**config.mk**
```make
export PLATFORM = sky130hd
export DESIGN_NAME = instr_fetch_unit_flat
export DESIGN_NICKNAME = d
export VERILOG_FILES = /design/src/rtl/instr_fetch_unit_if.sv /design/src/rtl/instr_fetch_unit.sv /design/src/flat_wrapper.sv
export SDC_FILE = /design/constraint.sdc
export NUM_CORES = 2
export LEC_CHECK = 0
export BUFFER_PORTS_ARGS = -buffer_cell sky130_fd_sc_hd__buf_4
export CORE_MARGIN = 10
export CORE_UTILIZATION = 62
export DETAILED_ROUTE_END_ITERATION = 10
export PLACE_DENSITY = 0.79
export RECOVER_POWER = 100
export SYNTH_ARGS = -nofsm -noshare
export SYNTH_HDL_FRONTEND = slang
export SYNTH_SLANG_ARGS = --single-unit
```
**constraint.sdc**
```tcl
create_clock -name clk -period 6.7 [get_ports clk]
set_clock_uncertainty 0.1 [all_clocks]
set_input_delay 1.675 -clock clk [delete_from_list [all_inputs] [get_ports clk]]
set_output_delay 1.675 -clock clk [all_outputs]
set_load 0.01 [all_outputs]
```
**src/rtl/instr_fetch_unit_if.sv**
```systemverilog
// Fetch-stage bus: run control, next-PC decisions, program loader and fetch results.
// The slave modport is the fetch unit's view; the master modport is the driver's view.
interface instr_fetch_unit_if;
   logic        start;
   logic        stall;
   logic        branch;
   logic        zero;
   logic        jump;
   logic        imem_wr_en;
   logic [15:0] imem_wr_addr;
   logic [31:0] imem_wr_data;
   logic [31:0] instr;
   logic [5:0]  opcode;
   logic [31:0] pc;
   logic [31:0] pc_plus4;
   logic [1:0]  state;
   logic        halted;
   logic        fetch_err;
   logic [31:0] retired;

   modport slave (
      input  start, stall, branch, zero, jump, imem_wr_en, imem_wr_addr, imem_wr_data,
      output instr, opcode, pc, pc_plus4, state, halted, fetch_err, retired
   );

   modport master (
      output start, stall, branch, zero, jump, imem_wr_en, imem_wr_addr, imem_wr_data,
      input  instr, opcode, pc, pc_plus4, state, halted, fetch_err, retired
   );
endinterface

```
**src/rtl/instr_fetch_unit.sv**
```systemverilog
// Fetch stage: PC register, word-addressed instruction memory, next-PC selection
// and an IDLE/RUN/HALT run-control FSM that gates execution and program loading.
module instr_fetch_unit #(
   parameter int unsigned IMEM_DEPTH  = 64,
   parameter logic [31:0] RESET_PC    = 32'h0000_0000,
   parameter logic [5:0]  HALT_OPCODE = 6'b111111
) (
   input logic              clk,
   input logic              reset,
   instr_fetch_unit_if.slave bus
);
   localparam int unsigned AW      = (IMEM_DEPTH > 1) ? $clog2(IMEM_DEPTH) : 1;
   localparam logic [31:0] DEPTH_W = 32'(IMEM_DEPTH);

   typedef enum logic [1:0] {
      StIdle = 2'b00,
      StRun  = 2'b01,
      StHalt = 2'b10
   } state_e;

   state_e      state_q, state_d;
   logic [31:0] pc_q, pc_d;
   logic [31:0] retired_q, retired_d;
   logic        fetch_err_q, fetch_err_d;

   logic [31:0] mem [IMEM_DEPTH];

   logic        in_range;
   logic [31:0] instr;
   logic [31:0] pc_plus4;
   logic [31:0] branch_target;
   logic [31:0] jump_target;
   logic [31:0] next_pc;
   logic        wr_ok;

   assign in_range = ({2'b00, pc_q[31:2]} < DEPTH_W);

   // Outside RUN or out of range the fetched word is a NOP so the control unit idles.
   always_comb begin
      instr = '0;
      if (state_q == StRun && in_range) begin
         instr = mem[pc_q[AW+1:2]];
      end
   end

   assign pc_plus4      = pc_q + 32'd4;
   assign branch_target = pc_plus4 + {{14{instr[15]}}, instr[15:0], 2'b00};
   assign jump_target   = {pc_plus4[31:28], instr[25:0], 2'b00};

   always_comb begin
      next_pc = pc_plus4;
      if (bus.jump) begin
         next_pc = jump_target;
      end else if (bus.branch && bus.zero) begin
         next_pc = branch_target;
      end
   end

   always_comb begin
      state_d     = state_q;
      pc_d        = pc_q;
      retired_d   = retired_q;
      fetch_err_d = fetch_err_q;
      case (state_q)
         StIdle: begin
            if (bus.start) begin
               state_d = StRun;
            end
         end
         StRun: begin
            // Range fault wins over stall so a stalled wild PC still stops fetch.
            if (!in_range) begin
               state_d     = StHalt;
               fetch_err_d = 1'b1;
            end else if (!bus.stall) begin
               retired_d = retired_q + 32'd1;
               if (instr[31:26] == HALT_OPCODE) begin
                  state_d = StHalt;
               end else begin
                  pc_d = next_pc;
               end
            end
         end
         StHalt: begin
            if (bus.start) begin
               state_d     = StIdle;
               pc_d        = RESET_PC;
               retired_d   = '0;
               fetch_err_d = 1'b0;
            end
         end
         default: state_d = StIdle;
      endcase
   end

   always_ff @(posedge clk) begin
      if (reset) begin
         state_q     <= StIdle;
         pc_q        <= RESET_PC;
         retired_q   <= '0;
         fetch_err_q <= 1'b0;
      end else begin
         state_q     <= state_d;
         pc_q        <= pc_d;
         retired_q   <= retired_d;
         fetch_err_q <= fetch_err_d;
      end
   end

   // Memory has no reset so a program survives a mid-run reset.
   assign wr_ok = bus.imem_wr_en && !reset && (state_q != StRun) &&
                  ({16'h0000, bus.imem_wr_addr} < DEPTH_W);

   always_ff @(posedge clk) begin
      if (wr_ok) begin
         mem[bus.imem_wr_addr[AW-1:0]] <= bus.imem_wr_data;
      end
   end

   assign bus.instr     = instr;
   assign bus.opcode    = instr[31:26];
   assign bus.pc        = pc_q;
   assign bus.pc_plus4  = pc_plus4;
   assign bus.state     = state_q;
   assign bus.halted    = (state_q == StHalt);
   assign bus.fetch_err = fetch_err_q;
   assign bus.retired   = retired_q;
endmodule

```
**src/flat_wrapper.sv**
```systemverilog
// flat-port wrapper written by rule: the top's interface ports become plain ports
module instr_fetch_unit_flat 
#(
   parameter int unsigned IMEM_DEPTH  = 64,
   parameter logic [31:0] RESET_PC    = 32'h0000_0000,
   parameter logic [5:0]  HALT_OPCODE = 6'b111111
)
  (clk, reset, bus_start, bus_stall, bus_branch, bus_zero, bus_jump, bus_imem_wr_en, bus_imem_wr_addr, bus_imem_wr_data, bus_instr, bus_opcode, bus_pc, bus_pc_plus4, bus_state, bus_halted, bus_fetch_err, bus_retired);
  instr_fetch_unit_if bus_i ();
  input logic clk;
  input logic reset;
  input wire logic [$bits(bus_i.start)-1:0] bus_start;
  input wire logic [$bits(bus_i.stall)-1:0] bus_stall;
  input wire logic [$bits(bus_i.branch)-1:0] bus_branch;
  input wire logic [$bits(bus_i.zero)-1:0] bus_zero;
  input wire logic [$bits(bus_i.jump)-1:0] bus_jump;
  input wire logic [$bits(bus_i.imem_wr_en)-1:0] bus_imem_wr_en;
  input wire logic [$bits(bus_i.imem_wr_addr)-1:0] bus_imem_wr_addr;
  input wire logic [$bits(bus_i.imem_wr_data)-1:0] bus_imem_wr_data;
  output wire logic [$bits(bus_i.instr)-1:0] bus_instr;
  output wire logic [$bits(bus_i.opcode)-1:0] bus_opcode;
  output wire logic [$bits(bus_i.pc)-1:0] bus_pc;
  output wire logic [$bits(bus_i.pc_plus4)-1:0] bus_pc_plus4;
  output wire logic [$bits(bus_i.state)-1:0] bus_state;
  output wire logic [$bits(bus_i.halted)-1:0] bus_halted;
  output wire logic [$bits(bus_i.fetch_err)-1:0] bus_fetch_err;
  output wire logic [$bits(bus_i.retired)-1:0] bus_retired;
  assign bus_i.start = bus_start;
  assign bus_i.stall = bus_stall;
  assign bus_i.branch = bus_branch;
  assign bus_i.zero = bus_zero;
  assign bus_i.jump = bus_jump;
  assign bus_i.imem_wr_en = bus_imem_wr_en;
  assign bus_i.imem_wr_addr = bus_imem_wr_addr;
  assign bus_i.imem_wr_data = bus_imem_wr_data;
  assign bus_instr = bus_i.instr;
  assign bus_opcode = bus_i.opcode;
  assign bus_pc = bus_i.pc;
  assign bus_pc_plus4 = bus_i.pc_plus4;
  assign bus_state = bus_i.state;
  assign bus_halted = bus_i.halted;
  assign bus_fetch_err = bus_i.fetch_err;
  assign bus_retired = bus_i.retired;
  instr_fetch_unit #(.IMEM_DEPTH(IMEM_DEPTH), .RESET_PC(RESET_PC), .HALT_OPCODE(HALT_OPCODE)) u_core (.clk(clk), .reset(reset), .bus(bus_i));
endmodule
```
Word level (Yosys, flattened, before mapping)
Memories as Yosys holds them, arrays and structs flattened. A register that Yosys moved wholly into a read port is not among the register bits.
Index checks and enable logic that the tools add are counted.
- flip-flop bits (word level): 67
- memory bits (writable): 2048
- input port bits: 56
- output and inout port bits: 138
- logic and storage cells: 58
- memories: 1
- memory list (memory ; words ; bits a word ; read ports ; clocked after Yosys merged registers in ; write ports ; RTL line ; text):
    u_core.mem ; 64 ; 32 ; 1 ; 1 ; 1 ; instr_fetch_unit.sv:26 ; logic [31:0] mem [IMEM_DEPTH];
- $add $sub $neg: 3
- order comparisons: 2
- eq/ne operators: 12
- muxes and demuxes: 24
- reductions and logical operators: 12
- operators with widths (operator ; count):
    2-to-1 mux 32 bit ; 9
    one-hot mux 32 bit (2 select lines) ; 2
    adder 32 x 1 -> 32 bit (second input constant) ; 1
    adder 32 x 3 -> 32 bit (second input constant) ; 1
    adder 32 bit ; 1
    < comparator 30 x 7 -> 1 bit (second input constant) ; 1
    < comparator 16 x 7 -> 1 bit (second input constant) ; 1
    2-to-1 mux 6 bit ; 2
    2-to-1 mux 2 bit ; 5
    inequality test 2 bit (second input constant) ; 5
    AND reduction 4 bit ; 2
    == test 6 bit (second input constant) ; 1
    inequality test 3 bit (second input constant) ; 2
    one-hot mux 2 bit (3 select lines) ; 1
    logical AND 1 bit ; 5
    AND reduction 5 bit ; 1
    2-to-1 mux 1 bit ; 4
    inequality test 2 x 1 -> 1 bit (second input constant) ; 2
    AND reduction 3 bit ; 1
    == test 2 x 1 -> 1 bit (second input constant) ; 1
    == test 2 bit (second input constant) ; 1
    logical NOT 2 bit ; 1
    one-hot mux 1 bit (2 select lines) ; 1
    nonzero test 2 bit ; 1
    logical NOT 1 bit ; 1

Longest topological paths before layout
- depth in word-level cells: 12
- depth in mapped cells: 26
- gate-level depth less buffers: 18

Worst setup path after synthesis
Ideal clock, no wire load.
- kind: flip-flop to flip-flop
- start: reg with a tool-made name
- end: reg u_core.pc_q[27], in the netlist u_core.bus.pc[27]
- arrival: 5682 ps
- data required time: 6480 ps
- setup slack: 798 ps
- stages on the path, launching flop included: 21
- buffers on the path: 6
- cell sequence: dfxtp_1 buf_2 inv_1 buf_2 buf_2 buf_2 buf_2 buf_2 mux2i_1 a211oi_1 ha_1 a21o_1 a21oi_1 o221ai_1 a21o_1 a21o_1 a21oi_1 o21bai_1 or3_1 a21oi_1 o31ai_1
- RTL lines (element ; RTL line ; text):
    end signal, assigned ; instr_fetch_unit.sv:104 ; pc_q <= pc_d;
    end, declared ; instr_fetch_unit.sv:22 ; logic [31:0] pc_q, pc_d;

Worst setup path after layout
- start: in reset
- end: mem u_core.mem[15][9], enable pin
- longest elaborated chain between the ends: 6
- RTL lines (element ; RTL line ; text):
    start, declared ; flat_wrapper.sv:11 ; input logic reset;
    logical NOT 1 bit ; instr_fetch_unit.sv:111 ; assign wr_ok = bus.imem_wr_en && !reset && (state_q != StRun) &&
    logical AND 1 bit (3 in series) ; instr_fetch_unit.sv:111 ;
    2-to-1 mux 1 bit ; instr_fetch_unit.sv:115 ; if (wr_ok) begin
    2-to-1 mux 1 bit (implied by the code) ; instr_fetch_unit.sv:116 ; mem[bus.imem_wr_addr[AW-1:0]] <= bus.imem_wr_data;
    end, declared ; instr_fetch_unit.sv:26 ;
Every way passes these cells.

==> flow_summary_export.csv <==
group,metric,value,unit
drt,ant_nets,0,
synth,ys_ff_latch,2119,
power,ir_drop,229,uV
finish,layout_common_cells,"edfxtp_1, mux4_2, clkbuf_1",
clock_tree,path_clk_slew,60,ps
clock_tree,cts-hold-fix-buffers,0,
power,internal-power,21600,uW
sta,drv_slew,3394,
sta,fin_crit_sh,99.9,%
clock_tree,cts-root-buf,"clkbuf_16",
sta,layout_min_cycle_time,6690,ps
place,place_congestion,0.955,
clock_tree,insertion_delay,840,ps
sta,fin_setup_tns,0,ps
status,violations,"capacitance limit, slew limit",
power,p_sw,6360,uW
finish,fill_cells,7933,
setup_path,path_class,"input port to flop",
drt,routed_via_density,7.36,
drt,routed_wl,251000,um
setup_path,cp.arrival,7090,ps
sta,max_freq,0.149,GHz
grt,grt_pass1_vias,46830,
setup_path,path_max_fanout,19,
clock_tree,clock_sinks,2119,
synth,synth_cell_type_count,82,
power,powerDensity,297,nW/um^2
place,portBuffers,189,
sta,slew_headroom,-136,%
finish,drive_above_1_share,23.1,%
hold_path,min_path_cells,2,
floorplanning,initial_core_util,62.4,%
status,status,"complete, but fails checks",
power,seqPwrFrac,52.3,%
finish,num-nets-final,4500,
clock_tree,h-tree-depth,4,
drt,drtPass1Iterations,6,
floorplanning,core,135000,um^2
grt,gr-usage-met2,52.1,%
drt,drt_iter0_markers,8179,
hold_path,hp-class,"flop to flop",
synth,ys.flop_type,"edfxtp_1",
grt,grt.busiest_layer,"met2",
grt,grt_usage,33.1,%
drt,routedWlPerCell,39.5,um
grt,antenna_found_initial,20,
grt,use_met3,9.65,%
synth,ys_async_sr_fraction,0,%
synth,yosys_warnings,0,
clock_tree,cts_tree,"built",
setup_path,worstRegToRegCells,16,
grt,grt-ovfl-total,0,
synth,syn_inst,4037,
setup_path,cp-start-kind,"input port",
setup_path,cp.required,7090,ps
setup_path,critPathCaptureType,"flop",
sta,setup_viol,0,
clock_tree,cts-buffers-inserted,199,
finish,layout_commonest_cell,"edfxtp_1",
clock_tree,clk_path_buf_depth,3,
synth,mappedNetlistArea,84500,um^2
power,combPwrFrac,8.0,%
grt,grt_use_met1,41.8,%
synth,ys_seq_area_share,74.5,%
power,power_frac_clock,39.8,%
sta,hold_ws,388,ps
synth,synth_edf_count,2048,
floorplanning,fp-row-count,135,
sta,rsz0062_at_grt,"no",
drt,num_vias,46823,
floorplanning,die_h,389,um
drt,drc,0,
synth,syn_area_per_cell,20.9,um^2
finish,syn_to_final_growth,11.4,%
grt,grt_pass1_wl,354000,um
power,p_leak,0.0291,uW
place,dp_hpwl,141000,um
sta,finalHoldViolCount,0,
floorplanning,io_pins,194,
grt,grt_max_degree,78,
sta,worst_pin_slew,3540,ps
finish,fin_util,69.5,%
floorplanning,die_w,389,um
power,p_sw_share,22.8,%
job,drv_cap,108,
floorplanning,die_area,151000,um^2
==> power groups by stage <==
stage	Combinational [uW]	Clock, uW	Sequential (uW)
3_3_place_gp	2150	0	14900
3_5_place_dp	2190	0	14900
4_1_cts	2240	11100	14600
6_report	2220	11100	14600
5_1_grt	2320	11600	14600
2_1_floorplan	1330	0	14800
==> state kept, by name (all words and copies together) (netlist names), named ones only <==
name,count
u_core.bus.state,2
u_core.bus.pc,30
u_core.bus.fetch_err,1
u_core.mem,2048
u_core.bus.retired,32
==> layout make-up <==
class	count	area, um^2	area share, %
Sequential cell	2119	62900	66.9
Multi-Input combinational cell	1668	20300	21.5
Antenna cell	10	25.0	0.0266
Timing Repair Buffer	391	2250	2.40
Inverter	36	143	0.152
Tap cell	1781	2230	2.37
Clock buffer	253	5360	5.70
Clock inverter	106	891	0.947
==> per-layer routing <==
| layer | routed length [um] | part of all wire (%) |
|---|---|---|
| met5 | 83 | 0.033 |
| met4 | 16300 | 6.5 |
| met3 | 32800 | 13 |
| met2 | 120000 | 48 |
| met1 | 81600 | 32 |
==> repair_timing <==
item / CTS / global route
setup buffers: 0 / 1
endpoints found under the setup margin: 2 / 4
gates resized for setup: 1 / 2
==> synthesized netlist by cell type, types with 6 or more instances <==
cell type,count,share of area [%]
buf_2,37,0.22
nor2_1,160,0.71
mux4_1,16,0.50
a21o_1,27,0.24
mux4_2,570,15
buf_4,58,0.52
o211ai_1,6,0.053
o21ai_0,38,0.23
xnor2_1,36,0.37
o21bai_1,8,0.071
a31oi_1,9,0.067
ha_1,29,0.43
buf_1,8,0.036
a211oi_1,23,0.20
o22ai_1,17,0.13
or3_1,14,0.10
a32oi_1,7,0.073
a21oi_1,76,0.45
nor3_1,17,0.10
edfxtp_1,2048,73
buf_6,16,0.21
nand2b_1,11,0.081
dfxtp_1,71,1.7
nand4_1,16,0.12
xor2_1,25,0.26
inv_1,31,0.14
nor2b_1,11,0.081
o31ai_1,11,0.098
nand2_1,167,0.74
a311oi_1,9,0.093
mux2_2,11,0.15
and2_1,22,0.16
and3_1,31,0.23
mux2i_1,111,1.3
a22oi_1,32,0.28
nor4_1,14,0.10
nand3_1,46,0.27
clkbuf_1,93,0.41
==> logic make-up (layout without fill, tap and decap cells) <==
| kind of cell | count (synthesis) | after routing | share of synthesized area [%] |
|---|---|---|---|
| DFF | 2119 | 2119 | 74.5 |
| muxes | 708 | 708 | 17.2 |
| and+or+nand+nor | 533 | 533 | 2.93 |
| AOI/OAI and AO/OA | 333 | 333 | 2.74 |
| buffers and inverters | 253 | 786 | 1.65 |
| xor gates and xnor gates | 61 | 61 | 0.632 |
| adders and majority gates | 29 | 29 | 0.429 |
| other | 1 | 14 | 0.00444 |
==> stage by stage <==
stage	instances	setup slack (ps)	area, um^2	total power, uW
2_1_floorplan	4040	798	84500	16200
6_report	6364	6.85	94100	27900
4_1_cts	6353	65.0	95600	27900
5_1_grt	6362	36.3	94100	28500
3_5_place_dp	5994	762	89300	17000
3_3_place_gp	5994	756	89300	17000
==> worst max-delay path: stages <==
cell and delay [ps]:
clkbuf_1 350, nor4_1 370, nand4_1 420, nor2_1 430
nand3_1 520, nor2_1 2690, clkbuf_2 590
==> final timing paths <==
| kind | startpoint | end | slack (ps) |
|---|---|---|---|
| min reg2reg | u_core.bus.fetch_err | u_core.bus.fetch_err | 390 |
| min | u_core.bus.fetch_err | u_core.bus.fetch_err | 390 |
| max reg2reg | flop | u_core.bus.pc[27] | 250 |
| max | reset | u_core.mem[15][9] | 7 |
No activity file was read; power rests on OpenSTA's default activity.
